<file path="config.mk">
export PLATFORM = sky130hd
export DESIGN_NAME = uart_tx_fifo
export DESIGN_NICKNAME = d
export VERILOG_FILES = /design/src/rtl/uart_pkg.sv /design/src/rtl/uart_fifo_mem.sv /design/src/rtl/uart_tx_fifo.sv
export SDC_FILE = /design/constraint.sdc
export NUM_CORES = 1
export LEC_CHECK = 0
export BUFFER_PORTS_ARGS = -buffer_cell sky130_fd_sc_hd__buf_4
export CORE_MARGIN = 1.5
export CORE_UTILIZATION = 45
export DETAILED_ROUTE_END_ITERATION = 6
export PLACE_DENSITY = 0.68
export SKIP_LAST_GASP = 1
export SYNTH_ARGS = -nofsm -noshare
export SYNTH_HDL_FRONTEND = slang
export SYNTH_HIERARCHICAL = 1
export SYNTH_SLANG_ARGS = --single-unit
</file>
<file path="constraint.sdc">
create_clock -name clk -period 8.68 [get_ports clk]
set_input_delay 0 -clock clk [delete_from_list [all_inputs] [get_ports clk]]
set_output_delay 0 -clock clk [all_outputs]
set_load 0.03 [all_outputs]
</file>
<file path="src/rtl/uart_pkg.sv">
// Shared UART package: default payload width and buffer depth, plus the
// launch-FSM state encoding used by the transmit-side FIFO. The receive and
// transmit blocks import this package so that they agree on the defaults.
package uart_pkg;

  // Default width of one UART payload word.
  localparam int UART_PAYLOAD_BITS = 8;

  // Default number of buffered words in the transmit FIFO (power of two, >= 2).
  localparam int UART_FIFO_DEPTH = 16;

  // Cycles the launcher waits in WAIT_BUSY for uart_tx to acknowledge a launch.
  localparam int TX_BUSY_TIMEOUT = 4;
  localparam int TX_TMO_W        = $clog2(TX_BUSY_TIMEOUT);

  // Launch FSM states.
  typedef enum logic [1:0] {
    TX_IDLE      = 2'd0,
    TX_LAUNCH    = 2'd1,
    TX_WAIT_BUSY = 2'd2,
    TX_WAIT_DONE = 2'd3
  } tx_state_e;

endpackage : uart_pkg

</file>
<file path="src/rtl/uart_fifo_mem.sv">
// Simple dual-port storage for the transmit FIFO.
// One write port and one registered read port; the array and the read
// register are deliberately not reset, so the array maps onto block RAM.
//
// Ports:
//   clk      - system clock, rising edge
//   wr_en    - write strobe; wr_data is stored at wr_addr
//   wr_addr  - write address
//   wr_data  - word to store
//   rd_en    - read strobe; mem[rd_addr] is registered into rd_data
//   rd_addr  - read address
//   rd_data  - registered read data, holds until the next rd_en
module uart_fifo_mem #(
  parameter int WIDTH  = 8,
  parameter int DEPTH  = 16,
  parameter int ADDR_W = $clog2(DEPTH)
) (
  input  logic              clk,
  input  logic              wr_en,
  input  logic [ADDR_W-1:0] wr_addr,
  input  logic [WIDTH-1:0]  wr_data,
  input  logic              rd_en,
  input  logic [ADDR_W-1:0] rd_addr,
  output logic [WIDTH-1:0]  rd_data
);

  logic [WIDTH-1:0] mem_q [DEPTH];
  logic [WIDTH-1:0] rd_data_q;

  always_ff @(posedge clk) begin
    if (wr_en) begin
      mem_q[wr_addr] <= wr_data;
    end
    if (rd_en) begin
      rd_data_q <= mem_q[rd_addr];
    end
  end

  assign rd_data = rd_data_q;

endmodule : uart_fifo_mem

</file>
<file path="src/rtl/uart_tx_fifo.sv">
// Transmit FIFO in front of a uart_tx core.
// Buffers words from a valid/ready producer and launches them one at a time
// into uart_tx with a one-cycle strobe, using uart_tx_busy as the handshake.
// If uart_tx never raises busy after a launch, the launcher gives up after
// TX_BUSY_TIMEOUT cycles, flags tx_timeout and moves on to the next word.
//
// Ports:
//   clk           - system clock, rising edge
//   resetn        - asynchronous active-low reset
//   wr_valid      - producer presents wr_data
//   wr_ready      - FIFO can accept a word this cycle (!fifo_full)
//   wr_data       - word to enqueue
//   uart_tx_busy  - busy flag from downstream uart_tx
//   uart_tx_en    - one-cycle launch strobe to uart_tx
//   uart_tx_data  - word being launched; holds until the next pop
//   fifo_count    - words currently stored
//   fifo_empty    - fifo_count == 0
//   fifo_full     - fifo_count == DEPTH
//   overflow      - sticky: a write was attempted while full
//   tx_timeout    - sticky: uart_tx_busy never rose after a launch
//
// DEPTH must be a power of two (>= 2) so the pointers wrap naturally.
module uart_tx_fifo
  import uart_pkg::*;
#(
  parameter int PAYLOAD_BITS = UART_PAYLOAD_BITS,
  parameter int DEPTH        = UART_FIFO_DEPTH
) (
  input  logic                     clk,
  input  logic                     resetn,
  input  logic                     wr_valid,
  output logic                     wr_ready,
  input  logic [PAYLOAD_BITS-1:0]  wr_data,
  input  logic                     uart_tx_busy,
  output logic                     uart_tx_en,
  output logic [PAYLOAD_BITS-1:0]  uart_tx_data,
  output logic [$clog2(DEPTH):0]   fifo_count,
  output logic                     fifo_empty,
  output logic                     fifo_full,
  output logic                     overflow,
  output logic                     tx_timeout
);

  localparam int PTR_W = $clog2(DEPTH);
  localparam int CNT_W = PTR_W + 1;

  // State registers and their next values
  tx_state_e            state_q, state_d;
  logic [PTR_W-1:0]     wr_ptr_q, wr_ptr_d;
  logic [PTR_W-1:0]     rd_ptr_q, rd_ptr_d;
  logic [CNT_W-1:0]     count_q, count_d;
  logic [TX_TMO_W-1:0]  wait_cnt_q, wait_cnt_d;
  logic                 overflow_q, overflow_d;
  logic                 tx_timeout_q, tx_timeout_d;
  logic                 data_loaded_q, data_loaded_d;

  logic                    push;
  logic                    pop;
  logic [PAYLOAD_BITS-1:0] mem_rd_data;

  assign fifo_count = count_q;
  assign fifo_empty = (count_q == '0);
  assign fifo_full  = (count_q == CNT_W'(DEPTH));
  // Ready comes from the registered count only: a word arriving in the cycle
  // that a pop frees the last slot is refused.
  assign wr_ready   = !fifo_full;
  assign push       = wr_valid && wr_ready;

  assign overflow   = overflow_q;
  assign tx_timeout = tx_timeout_q;
  assign uart_tx_en = (state_q == TX_LAUNCH);

  // The memory's read register doubles as the launch data register. It has
  // no reset, so the output is forced to zero until the first pop after
  // reset has loaded it.
  assign uart_tx_data = data_loaded_q ? mem_rd_data : '0;

  uart_fifo_mem #(
    .WIDTH (PAYLOAD_BITS),
    .DEPTH (DEPTH)
  ) u_mem (
    .clk     (clk),
    .wr_en   (push),
    .wr_addr (wr_ptr_q),
    .wr_data (wr_data),
    .rd_en   (pop),
    .rd_addr (rd_ptr_q),
    .rd_data (mem_rd_data)
  );

  // Launch FSM: next state, pop decision, timeout tracking.
  always_comb begin
    state_d       = state_q;
    wait_cnt_d    = wait_cnt_q;
    tx_timeout_d  = tx_timeout_q;
    data_loaded_d = data_loaded_q;
    pop           = 1'b0;

    unique case (state_q)
      TX_IDLE: begin
        if (!fifo_empty && !uart_tx_busy) begin
          pop           = 1'b1;
          data_loaded_d = 1'b1;
          state_d       = TX_LAUNCH;
        end
      end
      TX_LAUNCH: begin
        wait_cnt_d = '0;
        state_d    = TX_WAIT_BUSY;
      end
      TX_WAIT_BUSY: begin
        if (uart_tx_busy) begin
          state_d = TX_WAIT_DONE;
        end else if (wait_cnt_q == TX_TMO_W'(TX_BUSY_TIMEOUT - 1)) begin
          // Last allowed cycle without busy: abandon this launch.
          tx_timeout_d = 1'b1;
          state_d      = TX_IDLE;
        end else begin
          wait_cnt_d = wait_cnt_q + TX_TMO_W'(1);
        end
      end
      TX_WAIT_DONE: begin
        if (!uart_tx_busy) begin
          state_d = TX_IDLE;
        end
      end
      default: begin
        state_d = TX_IDLE;
      end
    endcase
  end

  // Pointers, occupancy and overflow. Pointers are PTR_W bits wide and wrap
  // from DEPTH-1 to 0 by natural overflow.
  always_comb begin
    wr_ptr_d   = push ? wr_ptr_q + PTR_W'(1) : wr_ptr_q;
    rd_ptr_d   = pop  ? rd_ptr_q + PTR_W'(1) : rd_ptr_q;
    overflow_d = overflow_q || (wr_valid && fifo_full);

    count_d = count_q;
    unique case ({push, pop})
      2'b10:   count_d = count_q + CNT_W'(1);
      2'b01:   count_d = count_q - CNT_W'(1);
      default: count_d = count_q;  // idle, or simultaneous push and pop
    endcase
  end

  always_ff @(posedge clk or negedge resetn) begin
    if (!resetn) begin
      state_q       <= TX_IDLE;
      wr_ptr_q      <= '0;
      rd_ptr_q      <= '0;
      count_q       <= '0;
      wait_cnt_q    <= '0;
      overflow_q    <= 1'b0;
      tx_timeout_q  <= 1'b0;
      data_loaded_q <= 1'b0;
    end else begin
      state_q       <= state_d;
      wr_ptr_q      <= wr_ptr_d;
      rd_ptr_q      <= rd_ptr_d;
      count_q       <= count_d;
      wait_cnt_q    <= wait_cnt_d;
      overflow_q    <= overflow_d;
      tx_timeout_q  <= tx_timeout_d;
      data_loaded_q <= data_loaded_d;
    end
  end

endmodule : uart_tx_fifo

</file>
Yosys cells after proc, flatten, opt, wreduce, memory -nomap -nowiden

Memories as Yosys holds them, arrays and structs flattened. A register that Yosys moved wholly into a read port is not among the register bits.
Index checks and enable logic that the tools add are counted.

Memories kept: 1
Word-level logic and storage cells: 56
Flip-flop bits (word level): 20
Input bits: 12
Bits in writable memories: 128
Output and inout port bits: 19

Memories:

| memory      | depth | width | rd ports | clocked after memory_dff | wr ports | line                | source |
|---|---|---|---|---|---|---|---|
| u_mem.mem_q | 16    | 8     | 1        | 1                        | 1        | uart_fifo_mem.sv:27 | `logic [WIDTH-1:0] mem_q [DEPTH];` |

Bitwise gates (word level): 1
Equality and inequality tests: 12
Muxes and demuxes: 14
Add/subtract/negate cells: 5
Reduce and logical (&&, ||, !) cells: 15

Operators by type and width:

| operator              | number |
|---|---|
| $mux W2               | 6 |
| $pmux W5 S2           | 1 |
| $reduce_and A3 Y1     | 3 |
| $add A4 B1 Y4 const B | 2 |
| $eq A2 B2 Y1 const B  | 4 |
| $mux W8               | 1 |
| $ne A2 B2 Y1 const B  | 4 |
| $pmux W2 S4           | 1 |
| $add A5 B1 Y5 const B | 1 |
| $eq A5 B5 Y1 const B  | 1 |
| $logic_not A5 Y1      | 1 |
| $sub A5 B1 Y5 const B | 1 |
| $eq A2 B1 Y1 const B  | 2 |
| $mux W1               | 4 |
| $pmux W2 S2           | 1 |
| $reduce_bool A2 Y1    | 2 |
| $logic_and A1 B1 Y1   | 3 |
| $logic_not A1 Y1      | 3 |
| $ne A3 B3 Y1 const B  | 1 |
| $add A2 B1 Y2 const B | 1 |
| $logic_not A2 Y1      | 1 |
| $reduce_and A2 Y1     | 1 |
| $logic_or A1 B1 Y1    | 1 |
| $not A1 Y1            | 1 |

Logic depth before layout (Yosys ltp)

Gate-level depths: netlist (run 1).

Word-level depth: 7
Gate-level depth with buffers: 10
Depth with buffers taken out: 10

By module

The synthesis (run 1) kept the hierarchy.

Modules (own cells, without submodules):

| module        | instances | seq. area each (um^2) | cells an instance | area an instance (um^2) |
|---|---|---|---|---|
| uart_fifo_mem | 1         | 4,083.9               | 229               | 5,227.5 |
| uart_tx_fifo  | 1         | 500.5                 | 102               | 1,108.6 |

Worst setup path before layout (run 1)

OpenSTA, ideal clock, no wires.

Path kind: reg-to-reg
Start point: register count_q[0] (netlist: fifo_count[0])
End point: register count_q[4] (netlist: fifo_count[4])
Cell stages (with the launch flop): 10
Setup time: 0.145 ns
Setup slack: 5.735 ns
Data required time: 8.535 ns
Arrival time: 2.801 ns
Path buffers: 0
Clock period less this slack: 2.945 ns
Cell sequence: dfrtp_1 > nor4_4 > a2111oi_4 > ha_1 > inv_1 > fa_1 > nor2b_1 > o2111ai_1 > o311ai_0 > o211ai_1

Word-level cells in the longest chain between the ends: 7
Elaborated cells on any way between the ends: 14
Classes of those cells: add/sub (2); eq/ne (3); mux (3); reduce/logical (6)

Ends and longest elaborated chain:

| element                                           | line                | source |
|---|---|---|
| from (decl)                                       | uart_tx_fifo.sv:51  | `logic [CNT_W-1:0] count_q, count_d;` |
| from (signal assigned)                            | uart_tx_fifo.sv:162 | `count_q <= count_d;` |
| $logic_not A5 Y1 *                                | uart_tx_fifo.sv:62  | `assign fifo_empty = (count_q == '0);` |
| $logic_not A1 Y1 *                                | uart_tx_fifo.sv:101 | `if (!fifo_empty && !uart_tx_busy) begin` |
| $logic_and A1 B1 Y1 *                             | uart_tx_fifo.sv:101 |  |
| $mux W1 *                                         | uart_tx_fifo.sv:101 |  |
| $mux W1 *                                         | uart_tx_fifo.sv:99  | `unique case (state_q)` |
| via pop                                           | uart_tx_fifo.sv:58  | `logic pop;` |
| $eq A2 B1 Y1 or $eq A2 B2 Y1 (tied branches)      | uart_tx_fifo.sv:141 | `unique case ({push, pop})` |
| $pmux W5 S2 or $reduce_bool A2 Y1 (tied branches) | n/a                 |  |

The timed path passes the listed nets; every way through them passes the cells marked *.
A chain may end at the register's enable or synchronous reset.

Worst setup path after layout (run 1)

Ends and elaborated chain as after synthesis.

==> out/summary.txt, run 1 <==
=================================================================================
Peak supply drop                                                         0.157 mV
CTS tree                                                                     done
Leakage power                                                             2.60 nW
Post-synthesis net count                                                      351
Shortest period the worst path allows                                     3.23 ns
Register cell area after layout                                          4590 µm²
Cell-by-cell trace of the critical path                              nor4_4 > a2111oi_4 > ha_1 > inv_1 > fa_1 > nor2b_1 > o2111ai_1 > o311ai_0 > o211ai_1
Setup TNS                                                                    0 ns
Wire per inst                                                             20.1 µm
Worst clock skew                                                        0.0110 ns
Total global-route track usage                                              0.173
Synthesized area divided by synthesized cell count                       19.1 µm²
Die X-Extent                                                               122 µm
Post-Route Utilization                                                      0.540
Final HPWL DP                                                             7070 µm
Type of the worst setup path                                           reg -> reg
Critical path buffer and inverter count                                         1
Remaining max-slew budget at the tightest pin                               0.340
Crit path largest cell delay                                              0.92 ns
First element of the critical path                                   fifo_count[0]
Total via count after detailed routing                                       3276
Avg Vias per Cell                                                            5.67
Cell type contributing the most total cell area after synthesis      sky130_fd_sc_hd__edfxtp_1
Worst Hold Slack                                                         0.341 ns
Total gr overflow                                                               0
Cells after synthesis                                                         331
Terminus of the critical flop-to-flop path                           fifo_count[4]
Initial Util                                                                0.458
Count of cell instances traversed by the critical path                          9
Count of buffers from port buffering                                           30
Pre-CTS setup slack                                                       5.41 ns
Drt drc                                                                         0
Number of synthesis warnings                                                    6
Antenna violations before repair                                                0
Cell Pwr Density                                                       337 nW/µm²
DRC violation total after the first TritonRoute iteration                     276
Die Ht                                                                     122 µm
Sequential share of the synthesized area                                    0.724
Top-level port count                                                           31
Cells taking the most area after synthesis                           sky130_fd_sc_hd__edfxtp_1, sky130_fd_sc_hd__dfrtp_1, sky130_fd_sc_hd__mux4_2
Number of H-tree branching levels                                               4
Class of the tightest hold or removal check                             in -> reg
Max Cap Viol                                                                    0
Fraction of final layout cells with drive strength greater than 1           0.241
Number of fill cells                                                         1043
Largest net degree at the start of global routing                              36
Core footprint                                                          13800 µm²
Clock slew seen by the registers of the worst setup and hold paths        0.06 ns
Area of the die                                                         14800 µm²
Cell area after synthesis                                                6340 µm²
Final Setup Violations                                                          0
Kind of start point of the critical path                                flip-flop
Tcrit/Tclk final                                                            0.372
Final weighted congestion of routability-driven global placement            0.803
Count of standard-cell rows                                                    43
Final Max Slew Viols                                                            0
Number of enable flip-flop cells after synthesis                              136
Number of different library cells in the post-synthesis netlist                49
Final ANT Viol Nets                                                             0
Max stage delay cell, worst path                                     sky130_fd_sc_hd__a2111oi_4
Internal reg-to-reg setup slack                                           5.45 ns
Clock network latency to the later pin of the worst-skew pair             0.42 ns
Detailed-route wire length                                               11600 µm
Most instantiated library cell after synthesis                       sky130_fd_sc_hd__edfxtp_1
Required time worst endpoint                                              8.96 ns
Slew @ Worst Pin                                                         0.986 ns
Initial DRT Pass Iterations                                                     5
Fin nets                                                                      405
Critical path fanouts, max                                                     15
Multi-input combinational cell area                                      1630 µm²
Area share of the largest cell type after synthesis                         0.645
Worst Path Arrival                                                        3.51 ns
Maximum count of clock buffers along a single path                              2
Crit path max-delay family                                           compound AO/OA/AOI/OAI gates
Clock root cell                                                      sky130_fd_sc_hd__clkbuf_16
Worst Setup EP                                                       fifo_count[4]
Cell types with the highest counts after synthesis                   sky130_fd_sc_hd__edfxtp_1, sky130_fd_sc_hd__dfrtp_1, sky130_fd_sc_hd__mux4_2
Worst Setup Slack, final                                                  5.45 ns
Most used flip-flop cell after synthesis                             sky130_fd_sc_hd__edfxtp_1
Number of diodes added for antenna fixing                                       0
Hold Violations, Final                                                          0
Type of destination of the critical path                                flip-flop
Count of cells along the worst register-to-register path                        9
Highest clock frequency the design can meet                             0.310 GHz
Setup repair after global routing missed its margin                         false
Fraction of registers with async set/reset                                  0.128
Run status                                                           complete, no violations
R2R Path Start                                                       fifo_count[0]
Wire length of the first global-routing pass                             18200 µm
Num CTS Buffers                                                                17
Area grow syn2layout                                                        17.9%
Seq cells post-synth                                                          156
Setup fix buffers added after clock tree synthesis                              0
Count of clock tree sinks                                                     156
Via count of the first global-routing pass                                   3188
=================================================================================
[flip-flops by register name, indices dropped and copies added, names as in the netlist, 2 cells and up]
| name | cells |
|---|---|
| rd_ptr_q | 4 |
| state_q | 2 |
| u_mem/rd_data | 8 |
| u_mem/mem_q | 128 |
| wr_ptr_q | 4 |
| wait_cnt_q | 2 |
| fifo_count | 5 |
[repair_timing]
| item | CTS | global route |
|---|---|---|
| endpoints found under the hold margin | 162 | 0 |
| gates resized for setup | 0 | 0 |
| hold buffers | 13 | 0 |
[worst register-to-register path, cell delays in order (launching register included)]
cell and delay [ns]:
sky130_fd_sc_hd__dfrtp_1 0.47, sky130_fd_sc_hd__nor4_4 0.10, sky130_fd_sc_hd__a2111oi_4 0.92, sky130_fd_sc_hd__ha_1 0.43
sky130_fd_sc_hd__inv_1 0.16, sky130_fd_sc_hd__fa_1 0.43, sky130_fd_sc_hd__nor2b_1 0.22, sky130_fd_sc_hd__o2111ai_1 0.13
sky130_fd_sc_hd__o311ai_0 0.10, sky130_fd_sc_hd__o211ai_1 0.14
[layout make-up]
class | count | area share
flip-flops and latches | 156 | 0.614
multi-input cells | 155 | 0.219
clock buffers | 20 | 0.0598
repair buffers | 47 | 0.0516
well taps | 180 | 0.0302
clock inverters | 12 | 0.0216
inverters | 8 | 0.00402
[kinds of logic after synthesis]
family,synth area share
flops,0.724
xor+xnor,0.0124
buf+inv,0.0195
mux,0.129
fa+ha+maj,0.0170
compound gates,0.0433
simple gates,0.0555
[layout by cell type, fill, tap and decap left out, types with 3 or more instances in the layout]
| cell | instances |
|---|---|
| sky130_fd_sc_hd__edfxtp_1 | 136 |
| sky130_fd_sc_hd__buf_4 | 34 |
| sky130_fd_sc_hd__dfrtp_1 | 18 |
| sky130_fd_sc_hd__mux4_2 | 18 |
| sky130_fd_sc_hd__nand2_1 | 17 |
| sky130_fd_sc_hd__nor2_1 | 17 |
| sky130_fd_sc_hd__clkbuf_16 | 17 |
| sky130_fd_sc_hd__a22oi_1 | 16 |
| sky130_fd_sc_hd__mux4_1 | 14 |
| sky130_fd_sc_hd__dlygate4sd3_1 | 13 |
| sky130_fd_sc_hd__and2_1 | 9 |
| sky130_fd_sc_hd__inv_1 | 7 |
| sky130_fd_sc_hd__ha_1 | 7 |
| sky130_fd_sc_hd__xnor2_1 | 5 |
| sky130_fd_sc_hd__o21ai_0 | 5 |
| sky130_fd_sc_hd__xor2_1 | 4 |
| sky130_fd_sc_hd__inv_6 | 4 |
| sky130_fd_sc_hd__nand4_1 | 3 |
| sky130_fd_sc_hd__nor2b_1 | 3 |
| sky130_fd_sc_hd__bufinv_16 | 3 |
| sky130_fd_sc_hd__clkinvlp_4 | 3 |
| sky130_fd_sc_hd__nor3_1 | 3 |
[worst min-delay path by stage]
stage	start	end	slack [ns]	depth (start not counted)
finish	wr_valid	overflow	0.34	3
global placement	resetn	wr_ptr_q[0]	-0.10	1
detailed placement	resetn	wr_ptr_q[0]	-0.1	1
global route	wr_valid	overflow	0.35	3
CTS	wr_valid	overflow	0.33	3
floorplan	resetn	data_loaded_q	-0.30	0
[per-stage QoR]
step / power, mW / cells / instance area [µm²]
after floorplan: 1.58 / 331 / 6340
after global placement: 1.76 / 533 / 6730
after detailed placement: 1.77 / 533 / 6730
after CTS: 2.54 / 578 / 7470
after global routing: 2.64 / 578 / 7470
final: 2.52 / 578 / 7470
[routing by layer]
metal,part of all wire,GRT usage
met5,0,0
met4,0.018,0.0669
met1,0.43,0.234
met3,0.051,0.0365
met2,0.50,0.279
[report_power, final]
group	switching, mW	internal (mW)
clock network	0.290	0.463
logic	0.383	0.316
registers	0.109	0.955
total	0.783	1.73
(Power assumes the default switching activity.)
==> run 2, diff against run 1 <==
PLACE_DENSITY = 0.7   (was 0.68)
clock period = 2.7 ns   (was 8.68 ns; I/O delays follow)
==> run 2 against run 1 <==
Wire length is 2.5% higher. Fmax grew 26%. Combinational power increased to 3.4 times the previous value. Sequential share of layout area fell by 0.40 points. Register-to-register slack worse by 5.3 ns. Final area is 0.79% higher. First-iteration DRC count is 23% higher. Via count hardly changed. Critical path depth increased by 1. Critical endpoint unchanged. Highest routed layer unchanged.
==> out/summary.txt, run 2 (same netlist as run 1, synthesis figures left out) <==
=================================================================================
Total gr overflow                                                               0
Setup repair after global routing missed its margin                         false
Worst clock skew                                                       0.00566 ns
Required time worst endpoint                                              2.98 ns
Leakage power                                                             2.64 nW
Area of the die                                                         14800 µm²
Initial Util                                                                0.458
Number of flip-flops under the largest register name                          128
Die Ht                                                                     122 µm
Fin nets                                                                      418
Remaining max-slew budget at the tightest pin                               0.375
Cell mode on critical path                                           sky130_fd_sc_hd__nand2_1
Met1 Track Usage GR                                                         0.239
Crit path largest cell delay                                              0.44 ns
Register with the most flip-flops                                     u_mem/mem_q
Final ANT Viol Nets                                                             0
Tcrit/Tclk final                                                            0.952
Fraction of final layout cells with drive strength greater than 1           0.287
Total via count after detailed routing                                       3278
Count of standard-cell rows                                                    43
Cell Pwr Density                                                      1060 nW/µm²
Total global-route track usage                                              0.175
DRC violation total after the first TritonRoute iteration                     339
Count of buffers from port buffering                                           30
Top-level port count                                                           31
Count of clock tree sinks                                                     156
Max Cap Viol                                                                    0
Worst Setup Slack, final                                                 0.129 ns
CTS tree                                                                     done
Maximum count of clock buffers along a single path                              2
Final weighted congestion of routability-driven global placement            0.725
Pre-CTS setup slack                                                      0.190 ns
Shortest period the worst path allows                                     2.57 ns
Type of destination of the critical path                                flip-flop
Setup fix buffers added after clock tree synthesis                              0
Type of the worst setup path                                           reg -> reg
Run status                                                           complete, no violations
Largest net degree at the start of global routing                              36
Core footprint                                                          13800 µm²
Met3 track demand over resource in global routing                          0.0557
Wire per inst                                                             20.1 µm
Number of H-tree branching levels                                               4
Number of diodes added for antenna fixing                                       0
Num CTS Buffers                                                                17
Clock slew seen by the registers of the worst setup and hold paths        0.06 ns
Gr busiest metal                                                             met2
Class of the tightest hold or removal check                             in -> reg
Via count of the first global-routing pass                                   3232
Worst Path Arrival                                                        2.85 ns
Setup TNS                                                                    0 ns
Max stage delay cell, worst path                                     sky130_fd_sc_hd__dfrtp_2
Highest clock frequency the design can meet                             0.389 GHz
Clock root cell                                                      sky130_fd_sc_hd__clkbuf_16
Detailed-route wire length                                               11900 µm
Peak supply drop                                                         0.506 mV
Critical path fanouts, max                                                      6
Antenna violations before repair                                                0
Grt met2 use                                                                0.264
Slew @ Worst Pin                                                         0.934 ns
Commonest non-fill, non-tap cell in the layout                       sky130_fd_sc_hd__edfxtp_1
Final Setup Violations                                                          0
Worst Hold Slack                                                         0.343 ns
Avg Vias per Cell                                                            5.55
Most frequent cells in the layout                                    sky130_fd_sc_hd__edfxtp_1, sky130_fd_sc_hd__buf_4, sky130_fd_sc_hd__mux4_2
Wire length of the first global-routing pass                             18300 µm
Clock network latency to the later pin of the worst-skew pair             0.42 ns
Cell-by-cell trace of the critical path                              nor4_4 > nand2_1 > nand2_1 > ha_2 > inv_1 > fa_2 > nor2b_2 > o2111ai_1 > o311ai_0 > o211ai_1
Final HPWL DP                                                             7240 µm
Area grow syn2layout                                                        18.8%
Hold Violations, Final                                                          0
Final Max Slew Viols                                                            0
Kind of start point of the critical path                                flip-flop
Die X-Extent                                                               122 µm
Drt drc                                                                         0
Initial DRT Pass Iterations                                                     5
=================================================================================
## run 2: worst paths after layout
kind                            depth (start not counted)          start  slack, ns             to
worst max-delay path                                   10  fifo_count[1]       0.13  fifo_count[4]
min in group asynchronous                               3         resetn       0.82    wr_ptr_q[2]
worst max register to register                         10  fifo_count[1]       0.13  fifo_count[4]
max in group asynchronous                               3         resetn       1.24    rd_ptr_q[0]
worst min-delay path                                    3       wr_valid       0.34       overflow
worst min register to register                          1       overflow       0.46       overflow
## run 2: layout make-up
cell class,count,area [µm²]
clock buffers,17,425
clock inverters,15,125
fillers,1067,6300
inverters,8,30.0
multi-input cells,155,1640
flip-flops and latches,156,4590
well taps,180,225
repair buffers,60,493
## run 2: layer usage
layer / vias to the layer above / wire, µm
li1: 1477 / -
met1: 1673 / 5300
met2: 117 / 5740
met3: 11 / 740
met4: 0 / 126
met5: - / 0
## run 2: stage by stage
stage / total power [mW] / util / cells / instance area (µm²)
after floorplan: 5.09 / - / 331 / 6350
after global placement: 5.73 / 0.496 / 547 / 6860
after global routing: 8.37 / 0.544 / 591 / 7530
after detailed placement: 5.84 / 0.496 / 547 / 6860
final: 7.99 / 0.544 / 591 / 7530
after CTS: 8.07 / 0.544 / 591 / 7530
## run 2: critical path: cells and delay by family (launching register included)
kind / cells / cell delay, ns
AND/OR/NAND/NOR: 4 / 0.84
adder cells (fa/ha/maj): 2 / 0.64
flip-flops: 1 / 0.44
AO/OA/AOI/OAI: 3 / 0.38
buffers and inverters: 1 / 0.13
## run 2: where the power goes
group / internal (mW) / switching [mW]
combinational: 1.09 / 1.26
sequential: 3.07 / 0.367
clock: 1.26 / 0.940
total: 5.42 / 2.57
## run 2: repair_timing
action / in CTS / in global routing
gates resized for setup: 0 / 0
hold buffers: 12 / 0
hold endpoints to repair: 152 / 0
==> run 3, diff against run 2 <==
ABC_AREA = 1   (was default)
MAX_ROUTING_LAYER = met4   (was default)
==> run 3 against run 2 <==
Via count rose by 44%. Combinational power rose by 24%. First-iteration DRC count rose by 26%. Core utilization fell by 1.6 points. Sequential share of layout area fell by 3.9 points. Cell count rose by 59%. Clock-buffer cell count rose by 13. Critical path depth rose by 3. Synthesized area rose by 11%. Clock power barely moved. Non-clock buffer count fell by 14. Final area rose by 6.7%. Critical endpoint unchanged. Highest routed layer unchanged.
==> out/summary.txt, run 3 <==
=================================================================================
Run status                                                           complete, no violations
Fraction of registers with async set/reset                                  0.128
Terminus of the critical flop-to-flop path                           fifo_count[4]
Most frequent cells in the layout                                    sky130_fd_sc_hd__nand2_1, sky130_fd_sc_hd__edfxtp_1, sky130_fd_sc_hd__inv_1
Tcrit/Tclk final                                                            0.874
Number of fill cells                                                         1293
Fin nets                                                                      756
Number of enable flip-flop cells after synthesis                              136
Most instantiated library cell after synthesis                       sky130_fd_sc_hd__nand2_1
Final Max Slew Viols                                                            0
Avg Vias per Cell                                                            5.03
Number of diodes added for antenna fixing                                       0
Setup repair after global routing missed its margin                         false
Die Ht                                                                     128 µm
Total via count after detailed routing                                       4709
Detailed-route wire length                                               14800 µm
Drt drc                                                                         0
Initial Util                                                                0.462
Antenna violations before repair                                                0
Max Cap Viol                                                                    0
Cell types with the highest counts after synthesis                   sky130_fd_sc_hd__nand2_1, sky130_fd_sc_hd__edfxtp_1, sky130_fd_sc_hd__inv_1
Final ANT Viol Nets                                                             0
Final design instance area without fill                                  8030 µm²
Type of destination of the critical path                                flip-flop
Register with the most flip-flops                                     u_mem/mem_q
Slew @ Worst Pin                                                         0.775 ns
Shortest period the worst path allows                                     2.36 ns
Setup TNS                                                                    0 ns
Final HPWL DP                                                             9240 µm
Type of the worst setup path                                           reg -> reg
Commonest non-fill, non-tap cell in the layout                       sky130_fd_sc_hd__nand2_1
Area of the die                                                         16400 µm²
Total gr overflow                                                               0
Die X-Extent                                                               128 µm
Cells after synthesis                                                         697
Number of flip-flops under the largest register name                          128
Largest net degree at the start of global routing                              65
Wire per inst                                                             15.8 µm
Core footprint                                                          15200 µm²
Hold Violations, Final                                                          0
Leakage power                                                             3.58 nW
Seq cells post-synth                                                          156
Total global-route track usage                                              0.198
Peak supply drop                                                         0.544 mV
Area grow syn2layout                                                        14.3%
Top-level port count                                                           31
Maximum count of clock buffers along a single path                              2
Number of different library cells in the post-synthesis netlist                31
Setup fix buffers added after clock tree synthesis                              0
Cell area after synthesis                                                7030 µm²
Post-detailed-placement cell area                                        7360 µm²
Sequential share of the synthesized area                                    0.652
Post-synthesis net count                                                      717
Worst clock skew                                                       0.00605 ns
Kind of start point of the critical path                                flip-flop
Remaining max-slew budget at the tightest pin                               0.482
Count of standard-cell rows                                                    45
DRC violation total after the first TritonRoute iteration                     426
Synthesized area divided by synthesized cell count                       10.1 µm²
Class of the tightest hold or removal check                           in -> async
Final Setup Violations                                                          0
Clock slew seen by the registers of the worst setup and hold paths        0.06 ns
Count of clock tree sinks                                                     156
Worst Setup EP                                                       fifo_count[4]
Initial DRT Pass Iterations                                                     5
Critical path fanouts, max                                                     11
Count of buffers from port buffering                                           30
R2R Path Start                                                         state_q[1]
Number of synthesis warnings                                                    6
Number of H-tree branching levels                                               4
Fraction of final layout cells with drive strength greater than 1           0.101
Cell Pwr Density                                                      1050 nW/µm²
Num CTS Buffers                                                                17
CTS tree                                                                     done
Wire length of the first global-routing pass                             23200 µm
Worst Path Arrival                                                        2.72 ns
Via count of the first global-routing pass                                   4401
Most used flip-flop cell after synthesis                             sky130_fd_sc_hd__edfxtp_1
Clock root cell                                                      sky130_fd_sc_hd__clkbuf_16
Internal reg-to-reg setup slack                                           0.34 ns
Final weighted congestion of routability-driven global placement            0.852
Highest clock frequency the design can meet                             0.424 GHz
Count of cells along the worst register-to-register path                       13
Cells taking the most area after synthesis                           sky130_fd_sc_hd__edfxtp_1, sky130_fd_sc_hd__nand2_1, sky130_fd_sc_hd__nand3_1
Area share of the largest cell type after synthesis                         0.581
Required time worst endpoint                                              3.06 ns
Clock network latency to the later pin of the worst-skew pair             0.42 ns
Cell type contributing the most total cell area after synthesis      sky130_fd_sc_hd__edfxtp_1
First element of the critical path                                     state_q[1]
=================================================================================
-- run 3: cell types whose count changed after synthesis, moves of 9 or more --
cell | previous run | this run
sky130_fd_sc_hd__mux4_2 | 18 | 0
sky130_fd_sc_hd__and2_1 | 9 | 0
sky130_fd_sc_hd__nand2_1 | 17 | 219
sky130_fd_sc_hd__buf_2 | 3 | 13
sky130_fd_sc_hd__inv_1 | 7 | 124
sky130_fd_sc_hd__nand3_1 | 2 | 102
sky130_fd_sc_hd__mux4_1 | 14 | 0
sky130_fd_sc_hd__a22oi_1 | 16 | 0
-- run 3: power breakdown --
group / total, mW / internal [mW] / switching [mW]
Clock: 2.23 / 1.39 / 0.839
Sequential: 3.28 / 3.04 / 0.244
Combinational: 2.92 / 0.904 / 2.02
-- run 3: how the worst min path moves through the flow --
stage,end,depth (start not counted)
2_1_floorplan,data_loaded_q,0
5_1_grt,data_loaded_q,2
6_report,state_q[0],2
4_1_cts,tx_timeout,2
3_3_place_gp,wait_cnt_q[1],1
3_5_place_dp,wait_cnt_q[1],1
-- run 3: critical path: stages, from the launching register on --
cell and delay (ns):
sky130_fd_sc_hd__dfrtp_1 0.43, sky130_fd_sc_hd__nor2_2 0.28, sky130_fd_sc_hd__nand3_4 0.16, sky130_fd_sc_hd__inv_4 0.16, sky130_fd_sc_hd__ha_1 0.32, sky130_fd_sc_hd__inv_1 0.09, sky130_fd_sc_hd__fa_1 0.39, sky130_fd_sc_hd__inv_1 0.11
sky130_fd_sc_hd__nand3_1 0.09, sky130_fd_sc_hd__nand2_1 0.09, sky130_fd_sc_hd__nand2_1 0.05, sky130_fd_sc_hd__nand2_1 0.05, sky130_fd_sc_hd__nand2_1 0.04, sky130_fd_sc_hd__nand2_1 0.05
-- run 3: area by class of cell --
type,count,area [µm²],area share
clock inverters,2,35.0,0.00436
flip-flops and latches,156,4590,0.571
clock buffers,30,524,0.0653
inverters,129,487,0.0606
well taps,188,235,0.0293
multi-input cells,386,1780,0.222
repair buffers,46,385,0.0480
-- run 3: cell families after synthesis --
logic type | after synthesis | share of synthesized area
DFF | 156 | 0.652
buffers and inverters | 155 | 0.0940
adders and majority gates | 8 | 0.0153
xor gates and xnor gates | 8 | 0.00997
AOI/OAI and AO/OA | 13 | 0.0109
and+or+nand+nor | 357 | 0.217
-- run 3: repair_timing --
| item | CTS | global route |
|---|---|---|
| endpoints found under the hold margin | 158 | 0 |
| resized for setup | 0 | 0 |
| hold buffers | 11 | 0 |
-- run 3: metal layers --
metal	global-route usage	wire length, µm	vias to the layer above
met5	-	0	-
met4	0.0945	439	0
met1	0.248	6300	2202
li1	-	-	2306
met2	0.310	7150	163
met3	0.0409	876	38
-- run 3: metrics by stage --
stage                util  cells  hold slack [ns]  worst slack, ns  total power [mW]
detailed placement  0.484    894          -0.0987            0.393              6.19
CTS                 0.528    937           0.0139            0.343              8.44
finish              0.528    937           0.0174            0.340              8.43
global route        0.528    937           0.0323            0.142              8.87
global placement    0.484    894           -0.111            0.513              6.08
floorplan               -    697           -0.296            0.424              5.36
